File: config.mk
export PLATFORM = sky130hd
export DESIGN_NAME = exe_hilo_unit_flat
export DESIGN_NICKNAME = d
export VERILOG_FILES = /design/src/rtl/exe_hilo_unit_if.sv /design/src/rtl/exe_hilo_unit.sv /design/src/flat_wrapper.sv
export SDC_FILE = /design/constraint.sdc
export NUM_CORES = 1
export LEC_CHECK = 0
export CORE_ASPECT_RATIO = 2
export CORE_UTILIZATION = 40
export DETAILED_ROUTE_END_ITERATION = 16
export PLACE_DENSITY = 0.64
export SLEW_MARGIN = 20
export SYNTH_ARGS = -nofsm -noshare
export SYNTH_HDL_FRONTEND = slang
export SYNTH_SLANG_ARGS = --single-unit
File: constraint.sdc
create_clock -name clk -period 3.3 [get_ports clk]
set_input_delay 0.66 -clock clk [delete_from_list [all_inputs] [get_ports clk]]
set_output_delay 0.66 -clock clk [all_outputs]
set_load 0.005 [all_outputs]
File: src/rtl/exe_hilo_unit_if.sv
// Decode-to-execute bus for exe_hilo_unit: operation in, registered writeback and HI/LO out.
// master = decode/downstream side, slave = the execute unit.
interface exe_hilo_unit_if;
  logic        valid_i;
  logic        ready_o;
  logic [7:0]  aluop_i;
  logic [2:0]  alusel_i;
  logic [31:0] reg1_i;
  logic [31:0] reg2_i;
  logic [4:0]  wd_i;
  logic        wreg_i;
  logic        stall_i;
  logic        valid_o;
  logic [4:0]  wd_o;
  logic        wreg_o;
  logic [31:0] wdata_o;
  logic [31:0] hi_o;
  logic [31:0] lo_o;

  modport master (
    output valid_i, aluop_i, alusel_i, reg1_i, reg2_i, wd_i, wreg_i, stall_i,
    input  ready_o, valid_o, wd_o, wreg_o, wdata_o, hi_o, lo_o
  );

  modport slave (
    input  valid_i, aluop_i, alusel_i, reg1_i, reg2_i, wd_i, wreg_i, stall_i,
    output ready_o, valid_o, wd_o, wreg_o, wdata_o, hi_o, lo_o
  );
endinterface

File: src/rtl/exe_hilo_unit.sv
// Logic/shift/move execute stage with HI/LO registers; 1-cycle latency, holds on stall_i, ready_o drops on stall
// or (without HILO_BYPASS_EN) on an MFHI/MFLO read of a still-pending MTHI/MTLO. Define HILO_BYPASS_EN to forward instead.
module exe_hilo_unit (
  input  logic             clk,
  input  logic             rst,
  exe_hilo_unit_if.slave   bus
);
  localparam logic [2:0] SEL_LOGIC = 3'b001;
  localparam logic [2:0] SEL_SHIFT = 3'b010;
  localparam logic [2:0] SEL_MOVE  = 3'b011;

  localparam logic [7:0] OP_OR   = 8'h25;
  localparam logic [7:0] OP_AND  = 8'h24;
  localparam logic [7:0] OP_XOR  = 8'h26;
  localparam logic [7:0] OP_NOR  = 8'h27;
  localparam logic [7:0] OP_SLL  = 8'h7C;
  localparam logic [7:0] OP_SRL  = 8'h02;
  localparam logic [7:0] OP_SRA  = 8'h03;
  localparam logic [7:0] OP_MOVZ = 8'h0A;
  localparam logic [7:0] OP_MOVN = 8'h0B;
  localparam logic [7:0] OP_MFHI = 8'h10;
  localparam logic [7:0] OP_MTHI = 8'h11;
  localparam logic [7:0] OP_MFLO = 8'h12;
  localparam logic [7:0] OP_MTLO = 8'h13;

  logic        valid_q;
  logic [4:0]  wd_q;
  logic        wreg_q;
  logic [31:0] wdata_q;
  logic [31:0] hi_q;
  logic [31:0] lo_q;
  logic        pend_hi_q;
  logic        pend_lo_q;

  logic [31:0] res;
  logic        res_wreg;
  logic        set_hi;
  logic        set_lo;
  logic [31:0] eff_hi;
  logic [31:0] eff_lo;
  logic        is_mfhi;
  logic        is_mflo;
  logic        hazard;
  logic        ready;
  logic        xfer;
  logic [4:0]  sh;

  assign is_mfhi = (bus.alusel_i == SEL_MOVE) && (bus.aluop_i == OP_MFHI);
  assign is_mflo = (bus.alusel_i == SEL_MOVE) && (bus.aluop_i == OP_MFLO);

  // A pending MTHI/MTLO lives in wdata_q until it commits.
`ifdef HILO_BYPASS_EN
  assign eff_hi = (valid_q && pend_hi_q) ? wdata_q : hi_q;
  assign eff_lo = (valid_q && pend_lo_q) ? wdata_q : lo_q;
  assign hazard = 1'b0;
`else
  assign eff_hi = hi_q;
  assign eff_lo = lo_q;
  assign hazard = bus.valid_i && valid_q &&
                  ((is_mfhi && pend_hi_q) || (is_mflo && pend_lo_q));
`endif

  assign ready = rst && !bus.stall_i && !hazard;
  assign xfer  = bus.valid_i && ready;
  assign sh    = bus.reg1_i[4:0];

  always_comb begin
    res      = 32'h0;
    res_wreg = bus.wreg_i;
    set_hi   = 1'b0;
    set_lo   = 1'b0;
    case (bus.alusel_i)
      SEL_LOGIC: begin
        case (bus.aluop_i)
          OP_OR:   res = bus.reg1_i | bus.reg2_i;
          OP_AND:  res = bus.reg1_i & bus.reg2_i;
          OP_XOR:  res = bus.reg1_i ^ bus.reg2_i;
          OP_NOR:  res = ~(bus.reg1_i | bus.reg2_i);
          default: res = 32'h0;
        endcase
      end
      SEL_SHIFT: begin
        case (bus.aluop_i)
          OP_SLL:  res = bus.reg2_i << sh;
          OP_SRL:  res = bus.reg2_i >> sh;
          OP_SRA:  res = $unsigned($signed(bus.reg2_i) >>> sh);
          default: res = 32'h0;
        endcase
      end
      SEL_MOVE: begin
        case (bus.aluop_i)
          OP_MOVZ, OP_MOVN: res = bus.reg1_i;
          OP_MFHI: res = eff_hi;
          OP_MFLO: res = eff_lo;
          OP_MTHI: begin
            res      = bus.reg1_i;
            res_wreg = 1'b0;
            set_hi   = 1'b1;
          end
          OP_MTLO: begin
            res      = bus.reg1_i;
            res_wreg = 1'b0;
            set_lo   = 1'b1;
          end
          default: res = 32'h0;
        endcase
      end
      default: res = 32'h0;
    endcase
  end

  always_ff @(posedge clk or negedge rst) begin
    if (!rst) begin
      valid_q   <= 1'b0;
      wd_q      <= 5'h0;
      wreg_q    <= 1'b0;
      wdata_q   <= 32'h0;
      hi_q      <= 32'h0;
      lo_q      <= 32'h0;
      pend_hi_q <= 1'b0;
      pend_lo_q <= 1'b0;
    end else if (!bus.stall_i) begin
      // Commit the old pending write before the register is overwritten.
      if (valid_q && pend_hi_q) hi_q <= wdata_q;
      if (valid_q && pend_lo_q) lo_q <= wdata_q;
      if (xfer) begin
        valid_q   <= 1'b1;
        wd_q      <= bus.wd_i;
        wreg_q    <= res_wreg;
        wdata_q   <= res;
        pend_hi_q <= set_hi;
        pend_lo_q <= set_lo;
      end else begin
        valid_q   <= 1'b0;
        wreg_q    <= 1'b0;
        pend_hi_q <= 1'b0;
        pend_lo_q <= 1'b0;
      end
    end
  end

  assign bus.ready_o = ready;
  assign bus.valid_o = valid_q;
  assign bus.wd_o    = wd_q;
  assign bus.wreg_o  = wreg_q;
  assign bus.wdata_o = wdata_q;
  assign bus.hi_o    = hi_q;
  assign bus.lo_o    = lo_q;
endmodule

File: src/flat_wrapper.sv
// flat-port wrapper written by rule: the top's interface ports become plain ports
module exe_hilo_unit_flat 
  (clk, rst, bus_valid_i, bus_aluop_i, bus_alusel_i, bus_reg1_i, bus_reg2_i, bus_wd_i, bus_wreg_i, bus_stall_i, bus_ready_o, bus_valid_o, bus_wd_o, bus_wreg_o, bus_wdata_o, bus_hi_o, bus_lo_o);
  exe_hilo_unit_if bus_i ();
  input  logic clk;
  input  logic rst;
  input wire logic [$bits(bus_i.valid_i)-1:0] bus_valid_i;
  input wire logic [$bits(bus_i.aluop_i)-1:0] bus_aluop_i;
  input wire logic [$bits(bus_i.alusel_i)-1:0] bus_alusel_i;
  input wire logic [$bits(bus_i.reg1_i)-1:0] bus_reg1_i;
  input wire logic [$bits(bus_i.reg2_i)-1:0] bus_reg2_i;
  input wire logic [$bits(bus_i.wd_i)-1:0] bus_wd_i;
  input wire logic [$bits(bus_i.wreg_i)-1:0] bus_wreg_i;
  input wire logic [$bits(bus_i.stall_i)-1:0] bus_stall_i;
  output wire logic [$bits(bus_i.ready_o)-1:0] bus_ready_o;
  output wire logic [$bits(bus_i.valid_o)-1:0] bus_valid_o;
  output wire logic [$bits(bus_i.wd_o)-1:0] bus_wd_o;
  output wire logic [$bits(bus_i.wreg_o)-1:0] bus_wreg_o;
  output wire logic [$bits(bus_i.wdata_o)-1:0] bus_wdata_o;
  output wire logic [$bits(bus_i.hi_o)-1:0] bus_hi_o;
  output wire logic [$bits(bus_i.lo_o)-1:0] bus_lo_o;
  assign bus_i.valid_i = bus_valid_i;
  assign bus_i.aluop_i = bus_aluop_i;
  assign bus_i.alusel_i = bus_alusel_i;
  assign bus_i.reg1_i = bus_reg1_i;
  assign bus_i.reg2_i = bus_reg2_i;
  assign bus_i.wd_i = bus_wd_i;
  assign bus_i.wreg_i = bus_wreg_i;
  assign bus_i.stall_i = bus_stall_i;
  assign bus_ready_o = bus_i.ready_o;
  assign bus_valid_o = bus_i.valid_o;
  assign bus_wd_o = bus_i.wd_o;
  assign bus_wreg_o = bus_i.wreg_o;
  assign bus_wdata_o = bus_i.wdata_o;
  assign bus_hi_o = bus_i.hi_o;
  assign bus_lo_o = bus_i.lo_o;
  exe_hilo_unit u_core (.clk(clk), .rst(rst), .bus(bus_i));
endmodule
==> results of run 1 <==
-- Yosys cell counts (20+ instances only) --
cell      number  share of area (%)
clkbuf_1      69                2.2
dfrtp_1      105                 23
nand2_1      130                4.2
nor2_1       106                3.4
mux2i_1       77                6.6
o22ai_1       20                1.1
mux2_2        98                9.5
o21ai_0       58                2.5
a21oi_1       78                3.4
mux4_2        73                 14
inv_1         77                2.5
buf_2         34                1.5
ha_1          66                7.1
a211oi_1      25                1.6
-- worst paths after layout --
path	cells after the start	end	slack [ns]	startpoint
worst max-delay path	7	u_core.bus.wdata_o[26]	0.15	bus_aluop_i[4]
worst min-delay path	1	u_core.bus.wdata_o[30]	0.17	rst
worst max register to register	7	u_core.bus.wdata_o[15]	1.35	u_core.pend_lo_q
worst min register to register	2	u_core.bus.wd_o[1]	0.49	u_core.bus.wd_o[1]
max in group asynchronous	3	u_core.bus.wdata_o[12]	1.78	rst
min in group clk	2	u_core.bus.wd_o[1]	0.49	u_core.bus.wd_o[1]
-- worst max-delay path, stage by stage --
cell             delay (ns)
clkdlybuf4s50_1        0.53
or4b_4                 0.60
or3_1                  0.46
a211oi_1               0.66
o32a_1                 0.31
a22oi_1                0.09
nand3_1                0.12
-- cell families after synthesis --
family / share of synthesized area, %
adder cells (fa/ha/maj): 7.12
buffers and inverters: 7.56
AO/OA/AOI/OAI: 19.2
flip-flops: 22.7
AND/OR/NAND/NOR: 13.1
multiplexers: 30.4
-- power breakdown --
group	internal, mW	total [mW]	switching (mW)
clock network	0.610	1.15	0.539
registers	1.30	1.32	0.0196
logic	0.673	1.50	0.825
-- through the flow --
stage	instances	utilization (%)	power, mW	setup TNS [ns]	setup WS [ns]
2_1_floorplan	1286	-	2.04	0	0.452
3_5_place_dp	1930	54.3	2.81	-0.775	-0.162
3_3_place_gp	1930	54.3	2.80	-0.623	-0.140
4_1_cts	1946	55.5	3.95	0	0.203
5_1_grt	1946	55.5	4.09	0	0.0805
6_report	1946	55.5	3.97	0	0.153
-- metal layers --
| metal | routed length, um | GRT usage (%) | up-vias |
|---|---|---|---|
| li1 | - | - | 5386 |
| met1 | 19500 | 41.8 | 6199 |
| met2 | 30500 | 70.1 | 656 |
| met3 | 3170 | 4.89 | 212 |
| met4 | 5560 | 32.9 | 0 |
| met5 | 0 | 0 | - |
-- layout by cell type (no fill, tap or decap), types with 9 or more instances in the layout --
cell type        count
buf_4              213
clkdlybuf4s50_1    181
nand2_1            130
nor2_1             106
dfrtp_1            105
mux2_2              98
a21oi_1             78
inv_1               77
mux2i_1             77
mux4_2              73
ha_1                66
o21ai_0             58
a211oi_1            25
buf_12              24
o22ai_1             20
nand3_1             18
o211ai_1            18
a221o_1             15
nor3_1              12
nor2b_1              9
clkbuf_16            9
-- final cells by class --
type                       count  area [um^2]  share of cell area (%)
sequential                   105         2630                    16.7
multi-input combinational    971         8110                    51.7
inverter                      78          293                    1.87
tap                          356          445                    2.84
timing repair buffer         420         3900                    24.9
clock buffer                   9          225                    1.43
clock inverter                 7         92.6                   0.590
-- state kept, by name (all words and copies together), names as in the netlist --
name,count
u_core.bus.wdata_o,32
u_core.bus.valid_o,1
u_core.bus.lo_o,32
u_core.bus.wd_o,5
u_core.pend_hi_q,1
u_core.bus.hi_o,32
u_core.bus.wreg_o,1
u_core.pend_lo_q,1
==> impl_metrics.yaml, run 1 <==
grt:
  grt_pass1_vias: 12300
  grt_pass1_wl_mm: 84.6
  grt_max_degree: 90
  grt_usage_pct: 40.1
  grt_overflow: 0
  antenna_found_initial: 0
drt:
  drtIter0Drc: 1152
  viasPerCell: 6.40
  drt-total-wl_mm: 58.8
  wl_per_cell_um: 30.2
  ant_nets: 0
  vias: 12500
  drc: 0
  drtPass1Iterations: 5
power:
  power_density_mw_per_mm2: 253
  p_leak_nw: 7.01
  vdd_ir_drop_max_mv: 0.250
clock_network:
  cts_root_buf: "clkbuf_16"
  clock_latency_ns: 0.36
  post-cts-setup-buffers: 0
  ctsResizeCount: 0
  cts_tree: "done"
  numClockSinks: 105
  clock_path_buffers: 2
  cts_htree_levels: 3
  cts_made_buffers: 9
  clkSlewWorstSetupHoldPaths_ns: 0.07
  hold_buffers: 0
floorplanning:
  die_area_mm2: 0.0297
  die_height_um: 243
  coreArea_mm2: 0.0283
  num_rows: 87
  start_util_pct: 41.0
  io_pins: 189
  die_x_um: 122
logic_synthesis:
  synth-edff-count: 0
  synth_top_flop_cell: "dfrtp_1"
  syn_inst: 1286
  syn_area_mm2: 0.0116
  yosysWarnings: 0
  synth-seq-cells: 105
  synth_async_sr_flop_share_pct: 100
  synth_cell_types: 79
  synth_area_per_cell_um2: 9.01
  synth_nets: 1437
  ys_seq_area_share_pct: 22.7
setup_path:
  critPathKind: "input port to register"
  crit_required_ns: 3.59
  cp_max_fo: 7
  cp-start-kind: "input port"
  arrival_ns: 3.44
  end_kind: "register"
finish:
  n_fill_cell: 2612
  area_delta_synth_final_pct: 35.4
  diodes: 0
  nets: 1736
  finalInstanceArea_mm2: 0.0157
  layout-drive-gt1-share_pct: 27.9
sta:
  max_freq_ghz: 0.318
  final_max_slew_viol_count: 0
  worst_pin_slew_ns: 0.752
  fin_crit_sh_pct: 95.4
  skew_ns: 0.00940
  setup_violations: 0
  min_period_ns: 3.15
  grt_setup_unrepaired: "false"
  relSlewSlack_pct: 49.8
  hold_violations: 0
  hold_ws_ns: 0.170
placed_design:
  io_buffer_count: 188
  place_congestion: 1.03
  dp_hpwl_mm: 47.7
  place_area_mm2: 0.0154
flow_run:
  drv_cap: 0
worst_hold_path:
  hp-class: "input port to asynchronous set/reset pin"
outcome:
  status: "finished, final reports clean"
No activity file was read; power rests on OpenSTA's default activity.
==> inputs of run 2 (changes only) <==
--- a/config.mk
+++ b/config.mk
@@ -5,10 +5,12 @@
 export SDC_FILE = /design/constraint.sdc
 export NUM_CORES = 1
 export LEC_CHECK = 0
+export ABC_CLOCK_PERIOD_IN_PS = 3300
 export CORE_ASPECT_RATIO = 2
-export CORE_UTILIZATION = 40
+export CORE_UTILIZATION = 45
 export DETAILED_ROUTE_END_ITERATION = 16
-export PLACE_DENSITY = 0.64
+export PLACE_DENSITY = 0.7
+export SKIP_LAST_GASP = 1
 export SLEW_MARGIN = 20
 export SYNTH_ARGS = -nofsm -noshare
 export SYNTH_HDL_FRONTEND = slang
==> impl_metrics.yaml, run 2 (synthesized netlist as in run 1, its figures left out) <==
setup_path:
  r2r_start: "u_core.pend_hi_q"
  rrSetupSlack_ns: 1.05
  startpoint: "bus_aluop_i[5]"
  cp-start-kind: "input port"
  end_kind: "register"
  crit_required_ns: 3.61
  r2r-end: "u_core.bus.wdata_o[6]"
  cp_max_fo: 16
  cp-endpoint: "u_core.bus.wdata_o[22]"
  ff2ff_path_depth: 8
  arrival_ns: 3.55
  critPathKind: "input port to register"
finish:
  final_common_cell: "buf_4"
  area_delta_synth_final_pct: 33.6
  multi_input_area_mm2: 0.00813
  seq_area_mm2: 0.00263
  finalInstanceArea_mm2: 0.0155
  layout-drive-gt1-share_pct: 27.9
  layout_common_cells: "221 x buf_4, 181 x clkdlybuf4s50_1, 130 x nand2_1, 106 x nor2_1, 105 x dfrtp_1"
  nets: 1732
  n_fill_cell: 2185
  fin_cells: 1923
sta:
  tns_ns: 0
  final_max_slew_viol_count: 0
  min_period_ns: 3.24
  skew_ns: 0.0129
  worst_pin_slew_ns: 0.751
  hold_violations: 0
  max_freq_ghz: 0.309
  grt_setup_unrepaired: "false"
  fin_crit_sh_pct: 98.0
  relSlewSlack_pct: 49.4
  setup_violations: 0
drt:
  wl_per_cell_um: 29.7
  ant_nets: 0
  viasPerCell: 6.49
  drtPass1Iterations: 5
  vias: 12500
  drc: 0
  drt-total-wl_mm: 57.0
  drtIter0Drc: 1240
placed_design:
  place_inst: 1906
  dp_hpwl_mm: 46.1
  io_buffer_count: 188
  place_congestion: 1.05
  place_area_mm2: 0.0152
power:
  netSwitchingFraction_pct: 35.2
  p_total_mw: 3.83
  p_leak_nw: 6.92
  vdd_ir_drop_max_mv: 0.196
  pwr-share-comb_pct: 37.5
  power_frac_seq_pct: 34.5
  power_density_mw_per_mm2: 247
  p_switching_mw: 1.35
  p_int_mw: 2.48
  clkPwrFrac_pct: 28.0
floorplanning:
  die_height_um: 229
  die_area_mm2: 0.0264
  coreArea_mm2: 0.0251
  num_rows: 82
  die_x_um: 115
  io_pins: 189
  start_util_pct: 46.1
clock_network:
  cts_tree: "done"
  cts_htree_levels: 3
  numClockSinks: 105
  clock_latency_ns: 0.37
  clkSlewWorstSetupHoldPaths_ns: 0.08
  cts_root_buf: "clkbuf_16"
  hold_buffers: 0
  clock_path_buffers: 2
  cts_made_buffers: 9
grt:
  grt_pass1_wl_mm: 83.4
  grt_max_degree: 89
  grt_pass1_vias: 12800
  grt_overflow: 0
  antenna_found_initial: 3
  grt_usage_pct: 44.2
flow_run:
  drv_cap: 0
outcome:
  status: "finished, final reports clean"
worst_hold_path:
  hp-class: "input port to asynchronous set/reset pin"
[run 2: worst max-delay path, stage by stage]
cell	delay [ns]
clkdlybuf4s50_1	0.46
buf_4	0.17
or4b_4	0.56
nor4b_4	0.29
buf_4	0.20
o21ai_2	0.20
buf_12	0.23
o22ai_2	0.52
a221o_1	0.23
[run 2: area by class of cell]
class / count / share of cell area, %
multi-input cells: 971 / 52.5
repair buffers: 416 / 24.0
flip-flops and latches: 105 / 17.0
well taps: 336 / 2.71
inverters: 78 / 1.89
clock buffers: 10 / 1.48
clock inverters: 6 / 0.396
diodes: 1 / 0.0162
[run 2: stage by stage]
| stage | setup WS [ns] | util, % | hold WS, ns |
|---|---|---|---|
| 2_1_floorplan | 0.452 | - | 0.364 |
| 3_3_place_gp | -0.333 | 60.4 | 0.461 |
| 3_5_place_dp | -0.353 | 60.4 | 0.462 |
| 4_1_cts | 0.0275 | 61.5 | 0.175 |
| 5_1_grt | 0.0293 | 61.6 | 0.176 |
| 6_report | 0.0647 | 61.6 | 0.171 |
[run 2: worst min path at each step]
stage / from / endpoint / slack, ns / cells past startpoint
2_1_floorplan: rst / u_core.bus.hi_o[0] / 0.36 / 0
3_3_place_gp: u_core.bus.wd_o[0] / u_core.bus.wd_o[0] / 0.46 / 2
3_5_place_dp: u_core.bus.wd_o[0] / u_core.bus.wd_o[0] / 0.46 / 2
4_1_cts: rst / u_core.bus.wdata_o[29] / 0.17 / 1
5_1_grt: rst / u_core.bus.wdata_o[29] / 0.18 / 1
6_report: rst / u_core.bus.wdata_o[29] / 0.17 / 1
[run 2: power groups by stage]
stage,Sequential [mW],Combinational (mW),Clock (mW)
3_5_place_dp,1.35,1.39,0
5_1_grt,1.32,1.51,1.12
4_1_cts,1.32,1.40,1.08
3_3_place_gp,1.35,1.38,0
6_report,1.32,1.44,1.07
2_1_floorplan,1.34,0.694,0
[run 2: per-layer routing]
layer,share of wire (%),global-route usage (%)
met1,32,43.5
met2,49,74.5
met3,6.5,8.57
met4,12,44.0
met5,0.047,0
[run 2: repair_timing]
item	CTS	global route
setup buffers	0	0
gates resized for setup	0	3
endpoints found under the setup margin	0	3
==> inputs of run 3 (changes only) <==
--- a/config.mk
+++ b/config.mk
@@ -9,6 +9,7 @@
 export CORE_ASPECT_RATIO = 2
 export CORE_UTILIZATION = 45
 export DETAILED_ROUTE_END_ITERATION = 16
+export GPL_ROUTABILITY_DRIVEN = 0
 export PLACE_DENSITY = 0.7
 export SKIP_LAST_GASP = 1
 export SLEW_MARGIN = 20
==> impl_metrics.yaml, run 3 (synthesized netlist as in run 1, its figures left out) <==
grt:
  grt_usage_pct: 39.1
  antenna_found_initial: 4
  grt_pass1_vias: 11800
  grt_overflow: 0
  grt_max_degree: 85
  grt_pass1_wl_mm: 74.9
floorplanning:
  num_rows: 82
  io_pins: 189
  coreArea_mm2: 0.0251
  start_util_pct: 46.1
  die_height_um: 229
  die_area_mm2: 0.0264
  die_x_um: 115
sta:
  setup_violations: 0
  min_period_ns: 3.18
  max_freq_ghz: 0.315
  final_max_slew_viol_count: 0
  hold_violations: 0
  relSlewSlack_pct: 43.1
  worst_pin_slew_ns: 0.854
  skew_ns: 0.0115
  hold_ws_ns: 0.143
  grt_setup_unrepaired: "false"
  fin_crit_sh_pct: 96.3
power:
  p_int_mw: 2.43
  power_density_mw_per_mm2: 250
  netSwitchingFraction_pct: 34.4
  vdd_ir_drop_max_mv: 0.227
  power_frac_seq_pct: 35.6
  p_leak_nw: 6.53
  clkPwrFrac_pct: 28.6
  p_switching_mw: 1.28
  p_total_mw: 3.71
  pwr-share-comb_pct: 35.8
drt:
  ant_nets: 0
  drc: 0
  drtPass1Iterations: 8
  viasPerCell: 6.58
  drtIter0Drc: 1462
  drt-total-wl_mm: 50.4
  wl_per_cell_um: 27.3
  vias: 12100
setup_path:
  critPathKind: "input port to register"
  crit_chain: "clkdlybuf4s50_1, or4b_4, nor4b_4, buf_4, o21ai_2, buf_12, o22ai_1, a221o_1"
  max_stage_delay_ns: 0.61
  cp-start-kind: "input port"
  arrival_ns: 3.48
  end_kind: "register"
  rrSetupSlack_ns: 1.35
  crit_required_ns: 3.60
  slowest_stage: "or4b_4"
  cp_num_buf_inv: 3
  cp_max_fo: 16
  path_delay_family: "compound AO/OA/AOI/OAI gates"
clock_network:
  hold_buffers: 0
  cts_root_buf: "clkbuf_16"
  ctsResizeCount: 0
  clkSlewWorstSetupHoldPaths_ns: 0.08
  numClockSinks: 105
  cts_htree_levels: 3
  clock_latency_ns: 0.37
  cts_tree: "done"
  clock_path_buffers: 2
  cts_made_buffers: 9
finish:
  nets: 1652
  area_delta_synth_final_pct: 28.2
  fin_util_pct: 59.1
  layout_common_cells: "181 x clkdlybuf4s50_1, 141 x buf_4, 130 x nand2_1, 106 x nor2_1, 105 x dfrtp_1"
  n_fill_cell: 2184
  final_common_cell: "clkdlybuf4s50_1"
  layout-drive-gt1-share_pct: 23.9
placed_design:
  io_buffer_count: 188
  dp_hpwl_mm: 38.5
worst_hold_path:
  hp-class: "input port to asynchronous set/reset pin"
flow_run:
  drv_cap: 0
outcome:
  status: "finished, final reports clean"
==> run 3: cell types whose count changed in the layout (fill, tap and decap cells not counted), moves of 2 or more <==
| cell | before | now |
|---|---|---|
| inv_6 | 2 | 4 |
| o22ai_1 | 17 | 20 |
| buf_4 | 221 | 141 |
| o22ai_2 | 3 | 0 |
==> run 3: final cells by class <==
class	count	area [um^2]	share of cell area, %
Multi-Input combinational cell	971	8110	54.6
Clock buffer	10	239	1.61
Antenna cell	1	2.50	0.0168
Inverter	78	293	1.97
Sequential cell	105	2630	17.7
Clock inverter	6	48.8	0.328
Timing Repair Buffer	336	3120	21.0
Tap cell	336	420	2.83
==> run 3: repair_timing <==
item                       4_1_cts  5_1_grt
hold endpoints to repair         0        0
setup endpoints to repair        0        1
setup buffers                    0        1
==> run 3: power groups by stage <==
stage | clock network [mW] | logic [mW] | registers (mW)
after CTS | 1.08 | 1.27 | 1.32
after global routing | 1.12 | 1.40 | 1.32
after global placement | 0 | 1.24 | 1.35
after floorplan | 0 | 0.694 | 1.34
after detailed placement | 0 | 1.26 | 1.35
final | 1.06 | 1.33 | 1.32
==> run 3: metal layers <==
metal	track usage, %	part of all wire, %	vias up
li1	-	-	5212
met2	63.4	48	891
met5	0	0.054	-
met1	40.9	31	5716
met4	36.0	11	4
met3	9.39	10	308
==> run 3: worst paths after layout <==
check,endpoint,start,cells after the start
setup / recovery,u_core.bus.wdata_o[23],bus_aluop_i[5],8
hold / removal,u_core.bus.lo_o[31],rst,1
setup reg to reg,u_core.bus.wdata_o[5],u_core.pend_lo_q,8
hold reg to reg,u_core.bus.wd_o[3],u_core.bus.wd_o[3],2
max in group asynchronous,u_core.bus.lo_o[13],rst,3
min in group clk,u_core.bus.wd_o[3],u_core.bus.wd_o[3],2
==> run 3: through the flow <==
stage / instances / TNS [ns] / cell area (um^2) / setup WS (ns)
final: 1843 / 0 / 14900 / 0.122
after global routing: 1843 / 0 / 14900 / 0.0274
after CTS: 1841 / 0 / 14900 / 0.186
after detailed placement: 1825 / -0.0658 / 14600 / -0.0356
after global placement: 1825 / -0.0327 / 14600 / -0.0257
after floorplan: 1286 / 0 / 11600 / 0.452
==> run 3: worst register-to-register path: stages (launching register included) <==
cell and delay, ns:
dfrtp_1 0.41, mux2_2 0.29, nand2_1 0.12, o311a_1 0.18, buf_4 0.26, nand2_1 0.14, a211oi_1 0.26, buf_4 0.15
a221o_1 0.09
